File: src/rtl/pc_pkg.sv
// Shared opcode constants and next-PC source encoding for the fetch PC unit.
package pc_pkg;

    localparam logic [5:0] OP_BEQ  = 6'd32;
    localparam logic [5:0] OP_BNE  = 6'd33;
    localparam logic [5:0] OP_BLT  = 6'd34;
    localparam logic [5:0] OP_BLE  = 6'd35;
    localparam logic [5:0] OP_J    = 6'd40;
    localparam logic [5:0] OP_JAL  = 6'd41;
    localparam logic [5:0] OP_JR   = 6'd42;
    localparam logic [5:0] OP_LD0  = 6'd16;
    localparam logic [5:0] OP_LD1  = 6'd18;
    localparam logic [5:0] OP_LD2  = 6'd20;
    localparam logic [5:0] OP_HALT = 6'd63;

    typedef enum logic [2:0] {
        SEL_HALT,
        SEL_E1,
        SEL_DEC,
        SEL_STALL,
        SEL_SEQ
    } next_pc_sel;

    function automatic logic is_ld(input logic [5:0] op);
        return (op == OP_LD0) || (op == OP_LD1) || (op == OP_LD2);
    endfunction

endpackage

File: src/rtl/ras_stack.sv
// Circular return-address stack; a push when full overwrites the oldest entry.
module ras_stack #(
    parameter int unsigned AW        = 32,
    parameter int unsigned RAS_DEPTH = 4
) (
    input  logic          clk,
    input  logic          rst,
    input  logic          push,
    input  logic          pop,
    input  logic [AW-1:0] push_data,
    output logic [AW-1:0] top,
    output logic          empty,
    output logic          full
);

    localparam int unsigned SPW = $clog2(RAS_DEPTH);

    logic [AW-1:0]  mem [RAS_DEPTH];
    logic [SPW-1:0] sp;
    logic [SPW-1:0] sp_top;
    logic [SPW:0]   count;

    assign sp_top = sp - SPW'(1);
    assign top    = mem[sp_top];
    assign empty  = (count == '0);
    assign full   = (count == (SPW+1)'(RAS_DEPTH));

    always_ff @(posedge clk) begin
        if (rst) begin
            sp    <= '0;
            count <= '0;
        end else if (push) begin
            sp <= sp + SPW'(1);
            if (!full)
                count <= count + (SPW+1)'(1);
        end else if (pop) begin
            sp    <= sp_top;
            count <= count - (SPW+1)'(1);
        end
    end

    always_ff @(posedge clk) begin
        if (!rst && push)
            mem[sp] <= push_data;
    end

    a_no_push_pop: assert property (@(posedge clk) disable iff (rst) !(push && pop));

endmodule

File: src/rtl/pc_ras.sv
// Fetch PC unit: decode/E1 redirects, RAS-predicted JR, load-use stall one-shot, sticky halt.
module pc_ras #(
    parameter int unsigned AW         = 32,
    parameter int unsigned RAS_DEPTH  = 4,
    parameter int unsigned SIGNED_CMP = 0
) (
    input  logic          clk,
    input  logic          rst,
    input  logic [5:0]    op_d,
    input  logic [25:0]   addr_d,
    input  logic [AW-1:0] pc_d,
    input  logic [5:0]    op_e,
    input  logic [AW-1:0] os_e,
    input  logic [AW-1:0] ot_e,
    input  logic [AW-1:0] imm_e,
    input  logic [AW-1:0] pc_e,
    output logic [AW-1:0] pc_out,
    output logic          stall_f,
    output logic          flush_d,
    output logic          flush_e,
    output logic          halted
);

    import pc_pkg::*;

    logic [AW-1:0] pc_q;
    logic          halted_q;
    logic          stall_q;
    logic          pred_v;
    logic [AW-1:0] pred_tgt;

    logic          eq, lt, br_taken, jr_mispred, dec_taken;
    logic [AW-1:0] br_tgt, jmp_tgt, e1_tgt, dec_tgt;
    logic          ras_push, ras_pop, ras_empty, unused_ras_full;
    logic [AW-1:0] ras_top;
    next_pc_sel    sel;

    assign eq = (os_e == ot_e);
    assign lt = (SIGNED_CMP != 0) ? ($signed(os_e) < $signed(ot_e)) : (os_e < ot_e);

    always_comb begin
        case (op_e)
            OP_BEQ:  br_taken = eq;
            OP_BNE:  br_taken = !eq;
            OP_BLT:  br_taken = lt;
            OP_BLE:  br_taken = lt || eq;
            default: br_taken = 1'b0;
        endcase
    end

    assign br_tgt     = pc_e + AW'(1) + AW'($signed(imm_e) >>> 2);
    assign jr_mispred = (op_e == OP_JR) && !(pred_v && (pred_tgt == os_e));
    assign e1_tgt     = br_taken ? br_tgt : os_e;

    assign jmp_tgt   = AW'(addr_d >> 2);
    assign dec_taken = (op_d == OP_J) || (op_d == OP_JAL) || ((op_d == OP_JR) && !ras_empty);
    assign dec_tgt   = (op_d == OP_JR) ? ras_top : jmp_tgt;

    // One source per cycle; a frozen halt and an incoming HALT share the top slot.
    always_comb begin
        sel = SEL_SEQ;
        if (halted_q || (op_e == OP_HALT))
            sel = SEL_HALT;
        else if (br_taken || jr_mispred)
            sel = SEL_E1;
        else if (dec_taken)
            sel = SEL_DEC;
        else if (is_ld(op_d) && !stall_q)
            sel = SEL_STALL;
    end

    assign flush_e = !rst && !halted_q && ((sel == SEL_HALT) || (sel == SEL_E1));
    assign flush_d = flush_e || (!rst && (sel == SEL_DEC));
    assign stall_f = !rst && (sel == SEL_STALL);

    assign ras_push = !rst && (sel == SEL_DEC) && (op_d == OP_JAL);
    assign ras_pop  = !rst && (sel == SEL_DEC) && (op_d == OP_JR);

    ras_stack #(
        .AW        (AW),
        .RAS_DEPTH (RAS_DEPTH)
    ) u_ras (
        .clk       (clk),
        .rst       (rst),
        .push      (ras_push),
        .pop       (ras_pop),
        .push_data (pc_d + AW'(1)),
        .top       (ras_top),
        .empty     (ras_empty),
        .full      (unused_ras_full)
    );

    always_ff @(posedge clk) begin
        if (rst) begin
            pc_q     <= '0;
            halted_q <= 1'b0;
            stall_q  <= 1'b0;
            pred_v   <= 1'b0;
            pred_tgt <= '0;
        end else if (!halted_q) begin
            stall_q <= (sel == SEL_STALL);
            if (op_e == OP_JR)
                pred_v <= 1'b0;
            case (sel)
                SEL_HALT: begin
                    halted_q <= 1'b1;
                    pc_q     <= '0;
                end
                SEL_E1:    pc_q <= e1_tgt;
                SEL_DEC: begin
                    pc_q <= dec_tgt;
                    if (op_d == OP_JR) begin
                        pred_v   <= 1'b1;
                        pred_tgt <= ras_top;
                    end
                end
                SEL_STALL: pc_q <= pc_q;
                default: begin
                    pc_q <= pc_q + AW'(1);
                    // JR meeting an empty RAS leaves no prediction behind
                    if (op_d == OP_JR)
                        pred_v <= 1'b0;
                end
            endcase
        end
    end

    assign pc_out = pc_q;
    assign halted = halted_q;

endmodule

File: config.mk
export PLATFORM = sky130hd
export DESIGN_NAME = pc_ras
export DESIGN_NICKNAME = d
export VERILOG_FILES = /design/src/rtl/pc_pkg.sv /design/src/rtl/ras_stack.sv /design/src/rtl/pc_ras.sv
export SDC_FILE = /design/constraint.sdc
export NUM_CORES = 1
export LEC_CHECK = 0
export ABC_AREA = 1
export ABC_CLOCK_PERIOD_IN_PS = 4700
export BUFFER_PORTS_ARGS = -buffer_cell sky130_fd_sc_hd__buf_2
export CORE_ASPECT_RATIO = 1.25
export CORE_MARGIN = 4
export CORE_UTILIZATION = 58
export DETAILED_ROUTE_END_ITERATION = 7
export PLACE_DENSITY_LB_ADDON = 0.3
export SKIP_CTS_REPAIR_TIMING = 1
export SLEW_MARGIN = 15
export SYNTH_ARGS = -nofsm -noshare
export SYNTH_HDL_FRONTEND = slang
export SYNTH_HIERARCHICAL = 1
export SYNTH_SLANG_ARGS = --single-unit
File: constraint.sdc
create_clock -name clk -period 4.7 [get_ports clk]
set_clock_uncertainty 0.1 [all_clocks]
set_input_delay 0 -clock clk [delete_from_list [all_inputs] [get_ports clk]]
set_output_delay 0 -clock clk [all_outputs]
set_load 0.02 [all_outputs]
# Yosys cells after proc, flatten, opt, wreduce, memory -nomap -nowiden
# Memory sizes are Yosys's and may differ from the RTL's.
# Index checks and enable logic that the tools add are counted.
# totals
register_bits,72
latchBits,0
ramBits,128
mem_bits_ro,0
out_inout_bits,36
wordCells,92
memories,1
# mem_list
memory,depth,width,read_ports,rd_clocked_by_memory_dff,write_ports,line_no,rtl
u_ras.mem,4,32,1,0,1,ras_stack.sv:18,logic [AW-1:0] mem [RAS_DEPTH];
# op_classes
add_sub_neg,8
multipliers,0
div_mod_pow,0
n_lt_le_gt_ge,1
n_eq_ne,19
shift,0
mux,21
bitwise_logic,2
n_reduce_logical,33
# op_table
cell,count
$pmux 32 s4,1
$add 32x1->32 const B,3
$eq 32x32->1,2
$mux 32,2
$eq 6x6->1 const B,9
$add 32x32->32,1
$lt 32x32->1,1
$mux 3,7
$eq 6x5->1 const B,3
$logic_and 1x1->1,11
$logic_or 1x1->1,9
$mux 1,7
$eq 3x2->1 const B,2
$logic_not 1->1,6
$logic_not 3->1,2
$mux 2,2
$pmux 1 s4,1
$reduce_and 2->1,2
$add 3x1->3 const B,1
$eq 3x1->1 const B,1
$eq 3x3->1 const B,1
$reduce_and 3->1,1
$reduce_or 3->1,1
$sub 3x1->3 const B,1
other kinds (6),7

# Depth between registers and ports, before layout
# Gate-level depths: netlist of run 1.
# logic_depth
word_depth,14
mapped_depth,28
mapped_depth_nobuf,27

# By module
# The synthesis of run 1 kept the hierarchy.
# modules_own_cells
mod,n_inst,cells_each,area_per_inst_um2,seq_area_each_um2
pc_ras,1,1525,8638.3,1341.3
ras_stack,1,366,5089.9,3943.8

# Worst setup path before layout of run 1
# Ideal clock, no wire load.
# synth_timing
kind,in2reg
start,input ot_e[31]
end,"memory u_ras.mem[0][0], enable pin"
setup_ns,0.421
arrival_ns,3.385
t_required_ns,4.179
path_slack_ns,0.794
cell_stages,17
path_cell_list,inv_1 ha_1 nand2_1 nor2_2 nand2_2 nor2_2 nand3_1 nand2_1 a21oi_4 nand2_4 nand2_4 nor3_2 buf_2 nand2_1 nor2_1 nand2_1 nor2_1
# synth_via
elab_chain_cells,12
# synth_rtl
item,line_no,rtl
"start, declared",pc_ras.sv:14,"input logic [AW-1:0] ot_e,"
$lt 32x32->1 / $eq 32x32->1 (equally long branches),"pc_ras.sv:39, pc_ras.sv:38",
$logic_or 1x1->1 / $logic_not 1->1 (equally long branches),"pc_ras.sv:46, pc_ras.sv:44",
$pmux 1 s4 (*),pc_ras.sv:42,case (op_e)
$logic_or 1x1->1 (*),pc_ras.sv:64,else if (br_taken || jr_mispred)
$mux 3 (*),pc_ras.sv:64,
$mux 3 (*),pc_ras.sv:62,if (halted_q || (op_e == OP_HALT))
$eq 3x2->1 (*),pc_ras.sv:76,assign ras_push = !rst && (sel == SEL_DEC) && (op_d == OP_JAL);
$logic_and 1x1->1 (*) (2 in series),pc_ras.sv:76,
net ras_push,pc_ras.sv:34,"logic ras_push, ras_pop, ras_empty, unused_ras_full;"
$logic_and 1x1->1 (*),ras_stack.sv:43,if (!rst && push)
$mux 1 (*),ras_stack.sv:43,
$mux 1 (not written as such) (*),ras_stack.sv:44,mem[sp] <= push_data;
"end, declared",ras_stack.sv:18,
# Mark *: on every way through the listed nets, which the timed path passes. The rest lies on a longest branch.

# Worst setup path in the final report of run 1
# layout_timing
start,input os_e[27]
end,register u_ras.count[2]
# layout_via
elab_chain_cells,12
# layout_rtl
item,line_no,rtl
"start, declared",pc_ras.sv:13,"input logic [AW-1:0] os_e,"
"parallel branches: the longest is 4 deep, another holds $lt 32x32->1",n/a,
$logic_or 1x1->1 (*),pc_ras.sv:64,
$mux 3 (*),pc_ras.sv:64,
$mux 3 (*),pc_ras.sv:62,
$eq 3x2->1 (*),pc_ras.sv:76,
$logic_and 1x1->1 (*) (2 in series),pc_ras.sv:76,
net ras_push,pc_ras.sv:34,
$ne 2x2->1 (no source line) / $reduce_bool 2->1 (equally long branches),n/a,
$reduce_and 2->1 (no source line),n/a,
"end signal, assigned",ras_stack.sv:35,count <= count + (SPW+1)'(1);
"end signal, assigned",ras_stack.sv:38,count <= count - (SPW+1)'(1);
"end, declared",ras_stack.sv:21,logic [SPW:0] count;
# Mark *: on every way through the listed nets, which the timed path passes.
# A chain may end at the register's enable or synchronous reset.

==> results.tsv, run 1 <==
stage	metric	value	unit
outcome	status	finished with violations	
outcome	violated checks	negative hold slack	
timing	Hold Vio Cnt, Final	4	
timing	min Tclk post-route	3.319	ns
synth	Yosys warning total	6	
grt	first-pass GRT wire length	64720	um
die	number of cell rows	62	
timing	Max Slew Vio Count	0	
drt	drt wl/cell	17.38	um
grt	largest net degree at the start of global routing	69	
grt	antenna violations before repair	0	
cells_and_area	Nets	2398	
grt	gr usage total	30.84	%
job	Max-cap violations	0	
pwr	switch share	28.63	%
pwr	leak pwr	7.625	nW
place	hpwl dp	31890	um
die	Die Wd	145.6	um
clocking	clock latency on the worst-skew pair	0.43	ns
clocking	clock-pin slew on the worst setup and hold paths	0.07	ns
pwr	VDD IR max	368.6	uV
critical_path	critical path peak fanout	11	
pwr	PwrDens	261.7	nW/um2
drt	Post-DRT Antenna Nets	0	
timing	Worst slew margin	38.72	%
synth	Avg Cell Area, Syn	7.262	um2
cells_and_area	most frequent cells in the layout	nand2_1, nor2_1, buf_2	
place	# port buffers	231	
clocking	clock tree from TritonCTS	done	
pwr	switching power total	1.198	mW
drt	final wirelength	42210	um
cells_and_area	ANT cells	0	
clocking	H-tree levels	4	
die	Starting Density	59.37	%
critical_path	CP Class	input port to register	
grt	vias in the first global route	12830	
cells_and_area	leading cell type in the layout, fill and taps excluded	nand2_1	
drt	DRC violations left	0	
timing	Final period util	70.63	%
die	Core Region	23120	um2
critical_path	Data required, critical path	4.93	ns
pwr	power share of the combinational group	19.2	%
place	GPL Wtd Cong	0.9525	
timing	sum of negative setup slack	0	ns
synth	Mapped Cells	1890	
timing	f_max	0.3013	GHz
clocking	root buf cell	clkbuf_16	
timing	Setup-failing EPs final	0	
cells_and_area	layout cell share with drive strength beyond 1	14.67	%
drt	number of DRC markers in iteration 0	1004	
timing	Hold WS	-0.05573	ns
hold_path	min-delay worst type	input port to register	
die	die area	26200	um2
pwr	internal power	2.988	mW
timing	Worst Tran Pin Value	0.9182	ns
die	Die H	180.0	um
critical_path	Setup crit start kind	input port	
drt	routed vias	13400	
critical_path	Critical Path Sink Type	register	
critical_path	Arrival @ worst endpoint	3.55	ns
drt	1st-pass router iterations	6	
clocking	clk sink count	200	
synth	Mapped Nets	2161	
clocking	CTS max path bufs	2	
cells_and_area	post-layout util	69.19	%
drt	vias per cell	5.519	
pwr	Clk pwr share	34.9	%
clocking	CTS buffer count	17	
die	I/O pin count	236	
cells_and_area	area grow syn2layout	16.54	%
grt	remaining global-route overflow	0	
synth	Mapped Area	13720	um2
timing	RSZ-0062 raised after global routing	no	
pwr	Reg power frac	45.9	%
## sequential cells by signal (all words and copies together), names as in the netlist
signal	count
stall_q	1
u_ras/count	3
u_ras/mem	128
pred_tgt	32
pc_out	32
u_ras/sp	2
pred_v	1
halted	1
## critical path, stage by stage
cell	delay, ns
dlygate4sd3_1	0.53
buf_2	0.15
ha_1	0.30
nand2_1	0.06
nor2_1	0.13
nand2_2	0.09
nor2_2	0.17
nand3_1	0.11
nand2_1	0.14
a21oi_4	0.09
nand2_4	0.08
nand2_4	0.07
nor3_2	0.11
buf_4	0.21
nand2_1	0.15
nor2_1	0.15
buf_4	0.16
inv_1	0.08
fa_1	0.44
inv_1	0.06
nand2_1	0.05
nand2_1	0.07
nand2_1	0.04
nand2_1	0.05
a21oi_1	0.05
## final cells by class
cell class / count / area, um2
timing repair buffer: 277 / 1634
clock buffer: 18 / 429.2
tap: 288 / 360.3
fill: 1971 / 7123
sequential: 200 / 5286
inverter: 235 / 882.1
multi-input combinational: 1396 / 7243
clock inverter: 14 / 158.9
## power by group through the flow
stage / logic (mW) / clock network [mW] / registers [mW]
3_3_place_gp: 0.753 / 0 / 1.96
5_1_grt: 0.898 / 1.54 / 1.92
2_1_floorplan: 0.468 / 0 / 1.97
4_1_cts: 0.772 / 1.48 / 1.92
3_5_place_dp: 0.765 / 0 / 1.96
6_report: 0.803 / 1.46 / 1.92
## worst paths after layout
path / slack [ns] / cells after the start / endpoint / startpoint
hold reg to reg: 0.37 / 2 / pred_tgt[29] / pred_tgt[29]
setup reg to reg: 1.47 / 20 / u_ras/count[2] / pred_v
hold / removal: -0.06 / 7 / pc_out[3] / addr_d[5]
setup / recovery: 1.38 / 25 / u_ras/count[2] / os_e[27]
## layer usage
layer / up-vias / track usage (%) / wire, um
met5: - / 0 / 0
met1: 6090 / 35.76 / 16360
met3: 110 / 4.181 / 2589
li1: 6643 / - / -
met2: 556 / 54.90 / 20980
met4: 0 / 17.03 / 2276
## per-stage QoR
stage	std cells	hold WS (ns)	instance area (um2)	total power, mW	setup WS (ns)
floorplan	1890	0.07747	13720	2.441	0.7939
global placement	2363	0.2433	15080	2.711	1.275
detailed placement	2363	0.2460	15080	2.724	1.245
CTS	2395	-0.1937	15660	4.167	1.473
global route	2428	0.01793	15990	4.362	1.102
finish	2428	-0.05573	15990	4.186	1.381
(Power assumes the default switching activity.)
==> inputs of run 2 (changes only) <==
ABC_AREA = 0   (was 1)
ABC_CLOCK_PERIOD_IN_PS = 2950   (was 4700)
CORE_UTILIZATION = 51   (was 58)
clock period = 2.95 ns   (was 4.7 ns; I/O delays follow)
==> run 2 against run 1 <==
  * The run ends with negative hold slack, negative setup slack left
  * Count of clock-buffer cells in the layout stayed put
  * Clock power increased by 60%
  * Via count is 14% lower
  * Design area rose by 1.6%
  * Synthesized cell count down 35%
  * Critical path type is now register to register
==> results.tsv, run 2 <==
stage	metric	value	unit	change
timing	Worst Tran Pin Value	0.8090	ns	-0.1092 ns
grt	remaining global-route overflow	0		unchanged
pwr	Tot Pwr	6.607	mW	+58%
hold_path	min-delay worst type	input port to register		
critical_path	Critical Path Sink Type	register		
synth	Mapped Cells	1227		-35%
drt	final wirelength	41070	um	-2.7%
critical_path	Arrival @ worst endpoint	3.17	ns	-0.38 ns
critical_path	Setup crit start kind	register		
outcome	violated checks	negative hold slack, negative setup slack		
cells_and_area	post-route cell area	16250	um2	+1.6%
timing	Max Slew Vio Count	0		unchanged
cells_and_area	max FFs per register	128		unchanged
drt	Post-DRT Antenna Nets	0		unchanged
place	# port buffers	231		unchanged
cells_and_area	Largest Register	u_ras/mem		
grt	first-pass GRT wire length	59820	um	-7.6%
grt	gr usage total	28.69	%	-2.1 points
synth	Avg Cell Area, Syn	9.975	um2	+37%
timing	min Tclk post-route	2.981	ns	
cells_and_area	layout cell share with drive strength beyond 1	30.69	%	+16 points
drt	DRC violations left	0		unchanged
die	Die H	181.2	um	+0.68%
critical_path	worst r2r dst	u_ras/count[2]		
pwr	leak pwr	6.552	nW	-14%
critical_path	Data required, critical path	3.14	ns	-1.79 ns
timing	RSZ-0062 raised after global routing	yes		
grt	largest net degree at the start of global routing	68		-1.4%
die	Die Wd	146.6	um	+0.67%
pwr	PwrDens	406.6	nW/um2	+55%
timing	final setup margin	-0.03091	ns	-1.411 ns
timing	Setup-failing EPs final	11		+11
clocking	root buf cell	clkbuf_16		
die	Core Region	23650	um2	+2.3%
synth	Mapped Nets	1498		-31%
die	die area	26560	um2	+1.3%
drt	top layer used by detailed routing	met4		
outcome	status	finished with violations		
die	number of cell rows	63		+1.6%
drt	number of DRC markers in iteration 0	1034		+3.0%
timing	Hold WS	-0.03642	ns	+0.01931 ns
place	Cells after DPL	1845		-22%
synth	Mapped Area	12240	um2	-11%
drt	vias per cell	5.940		+7.6%
grt	antenna violations before repair	0		unchanged
clocking	CTS max path bufs	2		unchanged
clocking	clk sink count	200		unchanged
critical_path	CP Class	register to register		
die	I/O pin count	236		unchanged
cells_and_area	most frequent cells in the layout	buf_2, nand2_1, edfxtp_1		
clocking	clock tree from TritonCTS	done		
die	Starting Density	51.76	%	-7.6 points
critical_path	CP Cell Sequence	xnor2_1, buf_4, nand4_1, nor4_4, nand3_4, nand2_4, o21ai_4, nor4_4, inv_2, fa_2, or3b_4, nand2_1, a221oi_2		
timing	Worst slew margin	46.07	%	+7.4 points
drt	drt wl/cell	21.13	um	+22%
drt	met2 wire length	20650	um	-1.6%
clocking	H-tree levels	4		unchanged
critical_path	r2r setup slk	-0.03	ns	-1.50 ns
critical_path	Critical Path Max Stage Delay	0.41	ns	-0.12 ns
grt	vias in the first global route	11110		-13%
critical_path	critical path peak fanout	3		-8
cells_and_area	leading cell type in the layout, fill and taps excluded	buf_2		
hold_path	Hold EP	pc_out[14]		
clocking	clock-pin slew on the worst setup and hold paths	0.08	ns	about the same
critical_path	FF-to-FF Start	pred_tgt[29]		
timing	sum of negative setup slack	-0.2446	ns	-0.2446 ns
drt	met3 routed WL	2861	um	+11%
critical_path	slowest cell on the critical path	or3b_4		
drt	1st-pass router iterations	6		unchanged
clocking	clock latency on the worst-skew pair	0.44	ns	about the same
critical_path	worst r2r path cells	13		-35%
place	Cell Area, Placed	14740	um2	-2.3%
place	GPL Wtd Cong	0.9841		+3.3%
hold_path	min-delay src	addr_d[16]		
synth	Yosys warning total	6		unchanged
clocking	CTS buffer count	17		unchanged
pwr	VDD IR max	405.6	uV	+10%
drt	routed vias	11550		-14%
cells_and_area	area grow syn2layout	32.78	%	
hold_path	hold depth	4		-3
cells_and_area	Nets	1907		-20%
critical_path	most frequent cell on the critical path	nor4_4		
job	Max-cap violations	0		unchanged
cells_and_area	Finished Layout Cells	1944		-20%
timing	Hold Vio Cnt, Final	3		-1
timing	f_max	0.3355	GHz	
place	hpwl dp	30550	um	-4.2%
timing	Final period util	101.0	%	
drt	DRT met1 WL	16060	um	-1.9%
run 2: cell types whose count changed in the layout (fill, tap and decap cells not counted), moves of 34 or more:
cell     delta
buf_4     +118
inv_1     -170
nand2_1   -290
nand3_1    -55
nor2_1    -210
o21ai_0    -75
o22ai_1    -34
xnor2_1    +51
xor2_1     -50
run 2: metal layers:
metal  track usage (%)  up-vias
li1                  -     5404
met1             36.42     5454
met2             49.24      572
met3             4.441      118
met4             11.37        0
met5                 0        -
run 2: worst max path at each step:
stage                                 end  cells past startpoint  slack, ns          from
after floorplan            u_ras/count[2]                     15      0.006      ot_e[31]
after global placement         pc_out[30]                     15      -0.41       os_e[2]
after detailed placement  u_ras/mem[0][8]                     17      -0.38       ot_e[7]
after CTS                 u_ras/mem[0][0]                     13      -0.09  pred_tgt[29]
after global routing       u_ras/count[2]                     12      -0.22  pred_tgt[29]
final                      u_ras/count[2]                     13      -0.03  pred_tgt[29]
run 2: metrics by stage:
stage               setup WS, ns  util [%]
floorplan               0.006005         -
global placement         -0.4144     62.31
detailed placement       -0.3792     62.31
CTS                     -0.09375     64.76
global route             -0.2202     68.69
finish                  -0.03091     68.72
run 2: report_power, final:
group | switching [mW] | internal [mW] | total (mW)
sequential | 0.0337 | 3.00 | 3.03
combinational | 0.677 | 0.571 | 1.25
clock | 1.19 | 1.14 | 2.33
run 2: critical path, delay by kind of cell (launching register included):
| family | cells | cell delay (ns) |
|---|---|---|
| and+or+nand+nor | 7 | 1.50 |
| adders and majority gates | 1 | 0.34 |
| DFF | 1 | 0.33 |
| buffers and inverters | 2 | 0.24 |
| xor gates and xnor gates | 1 | 0.18 |
| AOI/OAI and AO/OA | 2 | 0.13 |
run 2: final cells by class:
cell class	instances	area, um2
diodes	3	7.507
clock buffers	18	429.2
clock inverters	14	148.9
fillers	1819	7396
inverters	56	210.2
multi-input cells	921	6658
flip-flops and latches	200	5288
well taps	292	365.4
repair buffers	440	3146
